--- src/rtl/seq_binary_to_bcd.sv ---
// Sequential binary-to-BCD converter (double dabble), one operand bit per clock.
// Ports: clk, rst (async, active-high), start/bin in; busy, done, bcd, ovf out.
module seq_binary_to_bcd #(
    parameter int WIDTH  = 8,
    parameter int DIGITS = 3
) (
    input  logic                  clk,
    input  logic                  rst,
    input  logic                  start,
    input  logic [WIDTH-1:0]      bin,
    output logic                  busy,
    output logic                  done,
    output logic [4*DIGITS-1:0]   bcd,
    output logic                  ovf
);

    localparam int BW = 4 * DIGITS;
    localparam int CW = $clog2(WIDTH + 1);

    typedef enum logic {
        IDLE,
        SHIFT
    } state_t;

    state_t          state;
    state_t          state_nx;

    logic [WIDTH-1:0] opnd;
    logic [BW-1:0]    work;
    logic [BW-1:0]    adj;
    logic [BW-1:0]    work_nx;
    logic [CW-1:0]    cnt;
    logic             sticky;
    logic             carry;
    logic             load;
    logic             step;
    logic             fin;

    // Per-digit add-3 correction; digits never carry into each other.
    always_comb begin
        adj = work;
        for (int i = 0; i < DIGITS; i++) begin
            if (work[4*i +: 4] >= 4'd5) begin
                adj[4*i +: 4] = work[4*i +: 4] + 4'd3;
            end
        end
    end

    // Bit leaving the top digit means the value no longer fits.
    always_comb begin
        work_nx = {adj[BW-2:0], opnd[WIDTH-1]};
        carry   = adj[BW-1];
    end

    always_comb begin
        state_nx = state;
        load     = 1'b0;
        step     = 1'b0;
        fin      = 1'b0;
        unique case (state)
            IDLE: begin
                if (start) begin
                    load     = 1'b1;
                    state_nx = SHIFT;
                end
            end
            SHIFT: begin
                step = 1'b1;
                if (cnt == CW'(1)) begin
                    fin      = 1'b1;
                    state_nx = IDLE;
                end
            end
            default: begin
                state_nx = IDLE;
            end
        endcase
    end

    always_ff @(posedge clk or posedge rst) begin
        if (rst) begin
            state <= IDLE;
        end else begin
            state <= state_nx;
        end
    end

    always_ff @(posedge clk or posedge rst) begin
        if (rst) begin
            opnd   <= '0;
            work   <= '0;
            cnt    <= '0;
            sticky <= 1'b0;
            done   <= 1'b0;
            bcd    <= '0;
            ovf    <= 1'b0;
        end else begin
            done <= fin;
            if (load) begin
                opnd   <= bin;
                work   <= '0;
                sticky <= 1'b0;
                cnt    <= CW'(WIDTH);
            end else if (step) begin
                opnd   <= opnd << 1;
                work   <= work_nx;
                sticky <= sticky | carry;
                cnt    <= cnt - CW'(1);
                if (fin) begin
                    bcd <= work_nx;
                    ovf <= sticky | carry;
                end
            end
        end
    end

    assign busy = (state == SHIFT);

endmodule

--- config.mk ---
export PLATFORM = sky130hd
export DESIGN_NAME = seq_binary_to_bcd
export DESIGN_NICKNAME = d
export VERILOG_FILES = /design/src/rtl/seq_binary_to_bcd.sv
export SDC_FILE = /design/constraint.sdc
export NUM_CORES = 1
export LEC_CHECK = 0
export CORE_ASPECT_RATIO = 1.4
export CORE_UTILIZATION = 40
export CTS_CLUSTER_SIZE = 25
export DETAILED_ROUTE_END_ITERATION = 10
export GPL_ROUTABILITY_DRIVEN = 0
export GPL_TIMING_DRIVEN = 1
export PLACE_DENSITY = 0.65
export SLEW_MARGIN = 20
export SYNTH_ARGS = -nofsm -noshare
export SYNTH_HDL_FRONTEND = slang
export SYNTH_SLANG_ARGS = --single-unit
--- constraint.sdc ---
create_clock -name clk -period 3.3 [get_ports clk]
set_clock_uncertainty 0.2 [all_clocks]
set_input_delay 0.99 -clock clk [delete_from_list [all_inputs] [get_ports clk]]
set_output_delay 0.99 -clock clk [all_outputs]
set_load 0.01 [all_outputs]
### Word level (Yosys, flattened, before mapping)

Cells that the tools add are included.

* register bits after elaboration: 40
* input port bits: 11
* output and inout bits: 15
* logic and storage cells: 39

* add/subtract/negate cells: 4
* magnitude comparators: 3
* eq/ne operators: 1
* mux-type cells: 18
* bitwise operators: 3
* reduce and logical (&&, ||, !) cells: 2

Operators by type and width (number)
* 12-bit two-way mux: 2
* 4-bit two-way mux: 5
* 8-bit two-way mux: 2
* 4-bit by 2-bit adder with 4-bit output, second input constant: 3
* 4-bit by 3-bit >= comparator with 1-bit output, second input constant: 3
* 1-bit two-way mux: 8
* 4-bit by 1-bit equality test with 1-bit output, second input constant: 1
* 4-bit by 1-bit subtractor with 4-bit output, second input constant: 1
* 3-bit AND reduction: 1
* 1-bit inverter: 2
* 1-bit case mux with 2 select lines: 1
* 2-bit nonzero test: 1
* 1-bit bitwise OR: 1

### Logic depth before layout (Yosys ltp)

* depth after elaboration: 5
* mapped depth: 6

### Least setup slack after synthesis

OpenSTA, ideal clock, no wires.

* path type: input -> register
* start point: input start
* end point: register sticky
* library setup time: 0.133 ns
* arrival time: 1.502 ns
* data required time: 2.967 ns
* setup slack: 1.464 ns
* stages on the path: 4
* buffers on the path: 1
* path through: buf_2 -> inv_1 -> o21ai_0 -> o21ai_0

* longest elaborated chain between the ends: 3
* elaborated cells between the ends (all ways): 4
* those cells by class: mux (3); reduce/logical (1)

RTL lines
* start: declaration: line 9 `input logic start,`
* 1-bit two-way mux (*): line 62 `if (start) begin`
* 1-bit two-way mux (*): line 60 `unique case (state)`
* 1-bit two-way mux or 2-bit nonzero test (tied branches)
* end signal: assignment: line 107 `sticky <= sticky | carry;`
* end: declaration: line 33 `logic sticky;`

Every way passes the cells marked *; elsewhere a longest branch is shown, timed or not.
A chain may end at the register's enable or synchronous reset.

### Final worst setup path

* start point: register bcd[1]
* end point: output bcd[1]

RTL lines
* start: declaration: line 13 `output logic [4*DIGITS-1:0] bcd,`
* start signal: assignment: line 110 `bcd <= work_nx;`

No word-level cell between the ends.

==> summary.md <==
| Metric | Value |
|---|---|
| CTS H-tree depth | `2` |
| Main combinational cell family by area after synthesis | `compound AO/OA/AOI/OAI gates` |
| Reg2reg setup slack | `1.12 ns` |
| Area of the core | `4499 um^2` |
| Residual DRC | `0` |
| Post-Synth Adder-Cell Area | `0.05344` |
| Routed WL | `3.514 mm` |
| TritonRoute pass-1 iters | `4` |
| DR iter-0 viols | `23` |
| Cells after Synth | `186` |
| Count of unique library cells instantiated by Yosys | `29` |
| Pwr/cell area | `945.0 nW/um^2` |
| Die Area | `4964 um^2` |
| Synth Flop Type | `dfrtp_1` |
| Startpoint types | `register` |
| Nets | `234` |
| Die H | `82.97 um` |
| Grt met2 use | `0.2737` |
| Clk sinks | `40` |
| Post-DR wirelength/cell | `12.64 um` |
| CP Class | `reg2out` |
| First-pass GRT wire length | `6.396 mm` |
| Layout cells sized above 1 | `0.08796` |
| Cells on worst reg2reg path | `4` |
| DP Wirelength | `2.425 mm` |
| Most Crowded Layer GR | `met2` |
| FF-to-FF End | `bcd[10]$_DFFE_PP0P_` |
| Async set or reset register ratio after synthesis | `1.000` |
| Slew headroom | `0.6044` |
| GRT Total Usage | `0.1702` |
| Post-Synth XOR/XNOR Area | `0.01403` |
| Root buf cell | `clkbuf_8` |
| Minimum clock period | `2.398 ns` |
| Antenna violations before repair | `0` |
| Dpl cell area | `2200 um^2` |
| Worst hold start | `bcd[0]$_DFFE_PP0P_` |
| Hold buffers post-CTS | `0` |
| RSZ-0062 raised after global routing | `no` |
| Worst vdd ir | `0.0003906 V` |
| Post-Syn Area per Cell | `10.07 um^2` |
| Final Power | `2.164 mW` |
| Area of the mapped netlist | `1873 um^2` |
| Vias in the first global route | `1386` |
| Post-CTS Setup Inserts | `0` |
| Maximum clock path buffer count | `2` |
| Largest net degree at the start of global routing | `41` |
| Synth Area in Compound Gates | `0.1470` |
| Max Fclk | `417.0 MHz` |
| CTS Buf Count | `5` |
| RR Startpoint | `busy$_DFF_PP0_` |
| CP delay by family, top | `buffers and inverters` |
| Vias per inst | `4.993` |
| Starting Density | `0.4163` |
| Sequential-to-total area share from yosys stat | `0.5344` |
| Final setup viols | `0` |
| IO Count | `26` |
| Worst Path Arrival | `1.21 ns` |
| Leakage | `1.036 nW` |
| Met1 usage | `0.2141` |
| Cell count along the critical path | `1` |
| Hold path endpoint | `bcd[0]$_DFFE_PP0P_` |
| Final Cell Area | `2290 um^2` |
| TNS Setup | `0 ns` |
| Fin. max-slew vios | `0` |
| Worst path bufs/invs | `1` |
| Met3 Use GR | `0.04050` |
| Area grow syn2layout | `22.24%` |
| Total vias in the final route | `1388` |
| Buffers on Ports | `25` |
| Yosys warns | `0` |
| CTS tree | `done` |
| Post-cts resize count | `0` |
| Max-Cap Viols | `0` |
| Diodes inserted | `0` |
| Multiplexer area fraction after synthesis | `0.08150` |
| Core Util, Final | `0.5089` |
| Hold Path Stages | `2` |
| Synthesized flop and latch total | `40` |
| Hold Path Class | `reg2reg` |
| EDFF count, synth | `0` |
| CP max-delay cell | `clkdlybuf4s50_1` |
| Worst-path clk slew | `0.07 ns` |
| Clock latency at the later pin of the worst-skew pair | `0.29 ns` |
| Final Hold Viols | `0` |
| Post-synthesis simple-gate area fraction | `0.1269` |
| Worst-path cell chain | `clkdlybuf4s50_1` |
| Die W | `59.84 um` |
| Grt total ovfl | `0` |
| Row cnt | `29` |
| Post-route ant nets | `0` |
| Tcrit/Tclk final | `0.7267` |
| Largest fanout on the critical path | `2` |
| Max incr delay on CP | `0.55 ns` |
| Status | `finished, final reports clean` |
| Element type at the critical path end | `primary output` |
| Mapped Nets | `205` |
| Slew at the pin closest to its max-slew limit | `0.5917 ns` |
| Worst EP required | `2.11 ns` |
power by group:
group          switching, mW  total, mW  leakage (nW)  internal (mW)
Combinational          0.490      0.966         0.491          0.476
Clock                  0.164      0.334        0.0455          0.171
Sequential             0.160      0.864         0.500          0.703
synth_stat cells (2+ instances only):
cell | instances | share of area
ha_1 | 8 | 0.053
nand3_1 | 4 | 0.011
nand2_1 | 29 | 0.058
a21oi_1 | 9 | 0.024
nor3_1 | 2 | 0.0053
nor2_1 | 9 | 0.018
xnor2_1 | 3 | 0.014
dfrtp_1 | 40 | 0.53
buf_2 | 4 | 0.011
mux2_4 | 2 | 0.016
mux2_2 | 2 | 0.012
mux2i_1 | 10 | 0.053
o21ai_0 | 30 | 0.080
nor3b_1 | 5 | 0.020
nand2b_1 | 2 | 0.0067
a22o_1 | 2 | 0.0094
clkbuf_1 | 2 | 0.0040
inv_1 | 12 | 0.024
registers in the layout (all words and copies together) (netlist names):
register / cells
busy: 1
ovf: 1
done: 1
bcd: 12
cnt: 4
sticky: 1
work: 12
opnd: 8
routing by layer:
layer | vias to the layer above | wire length, um
met2 | 29 | 1798
li1 | 690 | -
met1 | 663 | 1538
met4 | 0 | 66
met3 | 6 | 110
met5 | - | 0
area by class of cell:
class                           count  area, um^2
Clock buffer                        8       90.09
Fill cell                         448        2210
Inverter                           13       48.80
Multi-Input combinational cell    126       792.0
Sequential cell                    40        1001
Tap cell                           62       77.57
Timing Repair Buffer               29       280.3
kinds of logic (layout without fill, tap and decap cells):
logic type | after synthesis | count (layout)
DFF | 40 | 40
buffers and inverters | 20 | 50
muxes | 14 | 14
adders and majority gates | 8 | 8
xor gates and xnor gates | 3 | 3
and+or+nand+nor | 53 | 53
AOI/OAI and AO/OA | 48 | 48
through the flow:
stage                     hold slack (ns)  std cells  worst slack [ns]
after floorplan                    0.2523        186             1.192
after CTS                          0.2893        278            0.8946
after global routing               0.3125        278            0.8670
final                              0.2789        278            0.9019
after detailed placement           0.2716        270            0.8816
after global placement             0.2599        270            0.8931
worst max-delay path by stage:
| stage | start | slack, ns | end |
|---|---|---|---|
| after floorplan | rst | 1.19 | bcd[0]$_DFFE_PP0P_ |
| after global placement | start | 0.89 | sticky$_DFFE_PP0P_ |
| after CTS | bcd[1]$_DFFE_PP0P_ | 0.89 | bcd[1] |
| after detailed placement | start | 0.88 | sticky$_DFFE_PP0P_ |
| after global routing | bcd[1]$_DFFE_PP0P_ | 0.87 | bcd[1] |
| final | bcd[1]$_DFFE_PP0P_ | 0.90 | bcd[1] |
cell usage in the layout (no fill, tap or decap), drive strengths merged, types with 2 or more instances in the layout:
cell	instances
clkdlybuf4s50	25
nand2b	3
dfrtp	40
buf	4
nand3	4
mux2i	10
xnor2	3
a22o	2
o21ai	30
nor3b	5
nor3	2
mux2	4
inv	13
clkbuf	8
ha	8
nand2	29
a21oi	11
nor2	9
(Power assumes the default switching activity.)
==> RTL change 1: new RTL, config.mk and constraints unchanged <==
The parameter `DIGITS` goes from 3 to 2.
--- a/src/rtl/seq_binary_to_bcd.sv
+++ b/src/rtl/seq_binary_to_bcd.sv
@@ -4,3 +4,3 @@
     parameter int WIDTH  = 8,
-    parameter int DIGITS = 3
+    parameter int DIGITS = 2
 ) (
Ports: changed (resized bcd); port bits go from 26 to 22. No check against the original RTL was run, so the function may have changed too.
==> RTL change 1 against the original RTL <==
Non-clock buffer count is 5 lower. Final area is 19% lower. Sequential cell count is 8 lower. Combinational power is 22% lower. Routed wire length is 22% lower. Die area is 20% lower. Setup slack better by 0.029 ns. Area after synthesis is 20% lower. Power is 19% lower. Largest power group unchanged.
==> RTL change 1: results (changes against the original RTL) <==
GR Util All Layers=17.20% (+0.19 points); H-tree depth=2 (unchanged); layout cell share with drive strength beyond 1=11.63% (+2.8 points); initial antenna violation count=0 (unchanged); CTS resizes=0 (unchanged); clock root cell=clkbuf_8; Post-synth top cells=32 x dfrtp_1, 21 x nand2_1, 21 x o21ai_0; clock-pin slew on the worst setup and hold paths=0.07 ns (about the same); HPWL after DPL=1896 microns (-22%); CP max stage delay=0.54 ns; Final TNS setup=0 ns (unchanged); Synth cell types=27 (-6.9%); VDD IR max=0.5692 mV (+46%); 1st-iter DRT viols=19 (-17%); yosys warns=0 (unchanged); Final setup viols=0 (unchanged); deepest clock path buffer count=2 (unchanged); top post-synthesis cells by area=dfrtp_1 54%, o21ai_0 7.0%, mux2i_1 6.7%; CTS buffer count=5 (unchanged); worst-margin pin slew=0.4068 ns (-0.1849 ns); global-route wire length before repair=4809 microns (-25%); top flop regs=bcd: 8 flops, opnd: 8 flops, work: 8 flops; worst skew pair latency=0.29 ns (about the same); Crit Path Max Fanout=2 (unchanged); Via density=5.108 (+2.3%); drt total wl=2725 microns (-22%); crit path DAT=1.18 ns (-0.03 ns); P_leak=0.0008478 uW (-18%); pre-CTS setup slack=0.7292 ns (-0.1524 ns); Final nets=188 (-20%); CP top delay family=buffers and inverters; Slowest-stage cell, CP=clkdlybuf4s50_1; post-synthesis sequential area ratio=53.51% (+0.071 points); largest net degree at the start of global routing=33 (-20%); ANT cells=0 (unchanged); type of the most critical hold path=flip-flop to flip-flop; Post-synth ARST share=100.0% (unchanged); PortBufs=21 (-16%); Post-CTS Setup Inserts=0 (unchanged); syn nets=162 (-21%); Initial DRT Pass Iterations=4 (unchanged); status=finished, final reports clean; vias in the first global route=1061 (-23%)
[RTL change 1: cell count changes in the layout (fill, tap and decap cells not counted), moves of 3 or more]
cell	delta
o21ai_0	-9
dfrtp_1	-8
nand2_1	-8
clkdlybuf4s50_1	-4
a21oi_1	-3
nand3_1	-3
[RTL change 1: cells by family (layout without fill, tap and decap cells)]
logic type / after synthesis / after routing / synth area share (%)
compound gates: 35 / 35 / 13.30
simple gates: 40 / 40 / 12.04
buf+inv: 16 / 43 / 4.682
xor+xnor: 3 / 3 / 1.756
flops: 32 / 32 / 53.51
fa+ha+maj: 6 / 6 / 5.017
mux: 13 / 13 / 9.699
[RTL change 1: layout make-up]
cell class	instances	area, sq um
fill	330	1627
multi-input combinational	97	625.6
sequential	32	800.8
inverter	11	43.79
timing repair buffer	24	232.7
tap	40	50.05
clock buffer	6	82.58
clock inverter	2	10.01
[RTL change 1: metrics by stage]
stage               total power, uW  area (sq um)  utilization (%)  cells
floorplan                      1193          1496                -    145
global placement               1417          1753            50.49    204
detailed placement             1447          1753            50.49    204
CTS                            1764          1846            53.15    212
global route                   1895          1846            53.15    212
finish                         1744          1846            53.15    212
[RTL change 1: final timing paths]
kind / cells past startpoint / from / slack, ns / to
max: 1 / bcd[0] / 0.93 / bcd[0]
min: 2 / bcd[5] / 0.28 / bcd[5]
max reg2reg: 4 / busy / 1.58 / bcd[1]
min reg2reg: 2 / bcd[5] / 0.28 / bcd[5]
max in group asynchronous: 3 / rst / 1.73 / opnd[0]
min in group asynchronous: 3 / rst / 0.88 / opnd[6]
[RTL change 1: per-layer routing]
layer / global-route usage [%] / wire (microns) / up-vias / part of all wire (%)
met5: 0 / 0 / - / 0
met4: 8.772 / 60 / 0 / 2.2
met3: 6.135 / 130 / 5 / 4.8
met2: 26.89 / 1352 / 28 / 50
met1: 20.42 / 1182 / 513 / 43
li1: - / - / 537 / -
[RTL change 1: power breakdown]
| part | switching, uW | internal, uW | total, uW |
|---|---|---|---|
| Clock | 145 | 166 | 311 |
| Combinational | 384 | 371 | 756 |
| Sequential | 117 | 559 | 677 |
| Total | 647 | 1100 | 1740 |
[RTL change 1: worst min-delay path, stage by stage, from the launching register on]
cell	delay, ns
dfrtp_1	0.34
nand2_1	0.04
o21ai_0	0.06
==> RTL change 2: new RTL, same flow settings <==
Made on the original files. Register the output `ovf` once more, without a reset; this adds one clock of latency there. The other outputs are not delayed to match.
--- a/src/rtl/seq_binary_to_bcd.sv
+++ b/src/rtl/seq_binary_to_bcd.sv
@@ -23,2 +23,4 @@
     } state_t;
+
+    logic ovf_s0;
 
@@ -95,3 +97,3 @@
             bcd    <= '0;
-            ovf    <= 1'b0;
+            ovf_s0 <= 1'b0;
         end else begin
@@ -110,3 +112,3 @@
                     bcd <= work_nx;
-                    ovf <= sticky | carry;
+                    ovf_s0 <= sticky | carry;
                 end
@@ -118,2 +120,6 @@
 
+    always_ff @(posedge clk) begin
+        ovf <= ovf_s0;
+    end
+
 endmodule
Check against the original RTL: no difference found for any inputs over 10 cycles, from zero or initial values and one cycle with rst high; that may be too few to reach the edited logic, so the function may still have changed.
==> RTL change 2 against the original RTL <==
Power down 0.43%. Maximum frequency down 0.11%. Sequential cell count up 1. Final area up 0.55%. Global-route usage down 0.34 points. Setup slack worse by 0.0026 ns. Routed wire length up 1.3%. Combinational power down 1%. Non-clock buffer count unchanged. Synthesized cell count up 0.54%. Largest cell class unchanged. Count of clock-buffer cells in the layout down 2. Via count down 0.22%. Area after synthesis up 1.1%.
==> RTL change 2: results (changes against the original RTL) <==
yosys warns=0 (unchanged); type of the most critical hold path=flip-flop to flip-flop; largest net degree at the start of global routing=41 (unchanged); ANT cells=0 (unchanged); PortBufs=25 (unchanged); Post-synth ARST share=97.56% (-2.4 points); compound-gate portion of the synthesized area=14.54% (-0.16 points); 1st-iter DRT viols=70 (+200%); Post-DRT Antenna Nets=0 (unchanged); VDD IR max=0.4483 mV (+15%); top flop regs=bcd: 12 flops, work: 12 flops, opnd: 8 flops; CTS resizes=0 (unchanged); CP max stage delay=0.55 ns (about the same); Placed Area=0.002220 sq mm (+0.91%); deepest clock path buffer count=2 (unchanged); global-route wire length before repair=6244 microns (-2.4%); Post-CTS Setup Inserts=0 (unchanged); Fin. Hold Viols=0 (unchanged); post-synthesis sequential area ratio=53.93% (+0.49 points); Slowest-stage cell, CP=clkdlybuf4s50_1; adder and majority gate portion of the synthesized area=5.288% (-0.057 points); Via density=4.964 (-0.57%); Final nets=235 (+0.43%); Crit Path Max Fanout=2 (unchanged); status=finished, final reports clean; CTS buffer count=5 (unchanged); vias in the first global route=1333 (-3.8%); hold path depth=0 (-2); HPWL after DPL=2524 microns (+4.1%); P_leak=0.001043 uW (+0.75%); worst-margin pin slew=0.5913 ns (-0.0004253 ns); placed cell count=271 (+0.37%); post-synthesis mux area share=8.063% (-0.086 points); met2 usage in global routing=26.87% (-0.50 points); R2R Setup Slk=1.10 ns (-0.02 ns); xor and xnor fraction of the mapped netlist area=1.388% (-0.015 points); layout cell share with drive strength beyond 1=9.217% (+0.42 points); GR Util All Layers=16.68% (-0.34 points); M1 GR Usage=20.65% (-0.75 points); Net Sw Frac=37.83% (+0.22 points); syn nets=206 (+0.49%); Post-synth top cells=40 x dfrtp_1, 30 x o21ai_0, 29 x nand2_1; vias post-DR=1385 (-0.22%); Synth cell types=30 (+3.4%); initial antenna violation count=0 (unchanged); top post-synthesis cells by area=dfrtp_1 53%, o21ai_0 7.9%, nand2_1 5.8%; worst hold slack=0.1815 ns (-0.09747 ns); R2R depth=4 (unchanged); worst skew pair latency=0.30 ns; synthesized instance count=187 (+0.54%); WL per Instance=12.76 microns (+0.92%); Initial DRT Pass Iterations=4 (unchanged)
-- RTL change 2: cell count changes after synthesis --
cell / before / now
dfxtp_1: 0 / 1
-- RTL change 2: power by group through the flow --
stage	logic, uW	registers (uW)	clock network (uW)
2_1_floorplan	636	891	0
3_3_place_gp	951	882	0
3_5_place_dp	977	890	0
4_1_cts	981	880	331
5_1_grt	1090	914	350
6_report	956	876	322
-- RTL change 2: layout make-up --
cell class	instances	area [sq um]
clock buffers	6	72.57
clock inverters	2	10.01
fillers	434	2233
inverters	13	48.80
multi-input cells	126	792.0
flip-flops and latches	41	1021
well taps	62	77.57
repair buffers	29	280.3
-- RTL change 2: final timing paths --
| check | end | from |
|---|---|---|
| worst max-delay path | bcd[1] | bcd[1] |
| worst min-delay path | ovf | ovf_s0 |
| worst max register to register | bcd[10] | busy |
| worst min register to register | ovf | ovf_s0 |
| max in group asynchronous | opnd[3] | rst |
| min in group asynchronous | bcd[6] | rst |
-- RTL change 2: stage by stage --
stage	worst slack, ns	utilization (%)
3_3_place_gp	0.9331	48.94
6_report	0.8993	50.76
2_1_floorplan	1.192	-
3_5_place_dp	0.8954	48.94
4_1_cts	0.8856	50.76
5_1_grt	0.8440	50.76
-- RTL change 2: cell families after synthesis --
kind of cell	after synthesis
and+or+nand+nor	53
AOI/OAI and AO/OA	48
DFF	41
buffers and inverters	20
muxes	14
adders and majority gates	8
xor gates and xnor gates	3
-- RTL change 2: routing by layer --
layer  vias to the layer above  wire length [microns]
met1                       664                   1526
met2                        23                   1868
li1                        690                      -
met4                         0                     65
met5                         -                      0
met3                         8                     98
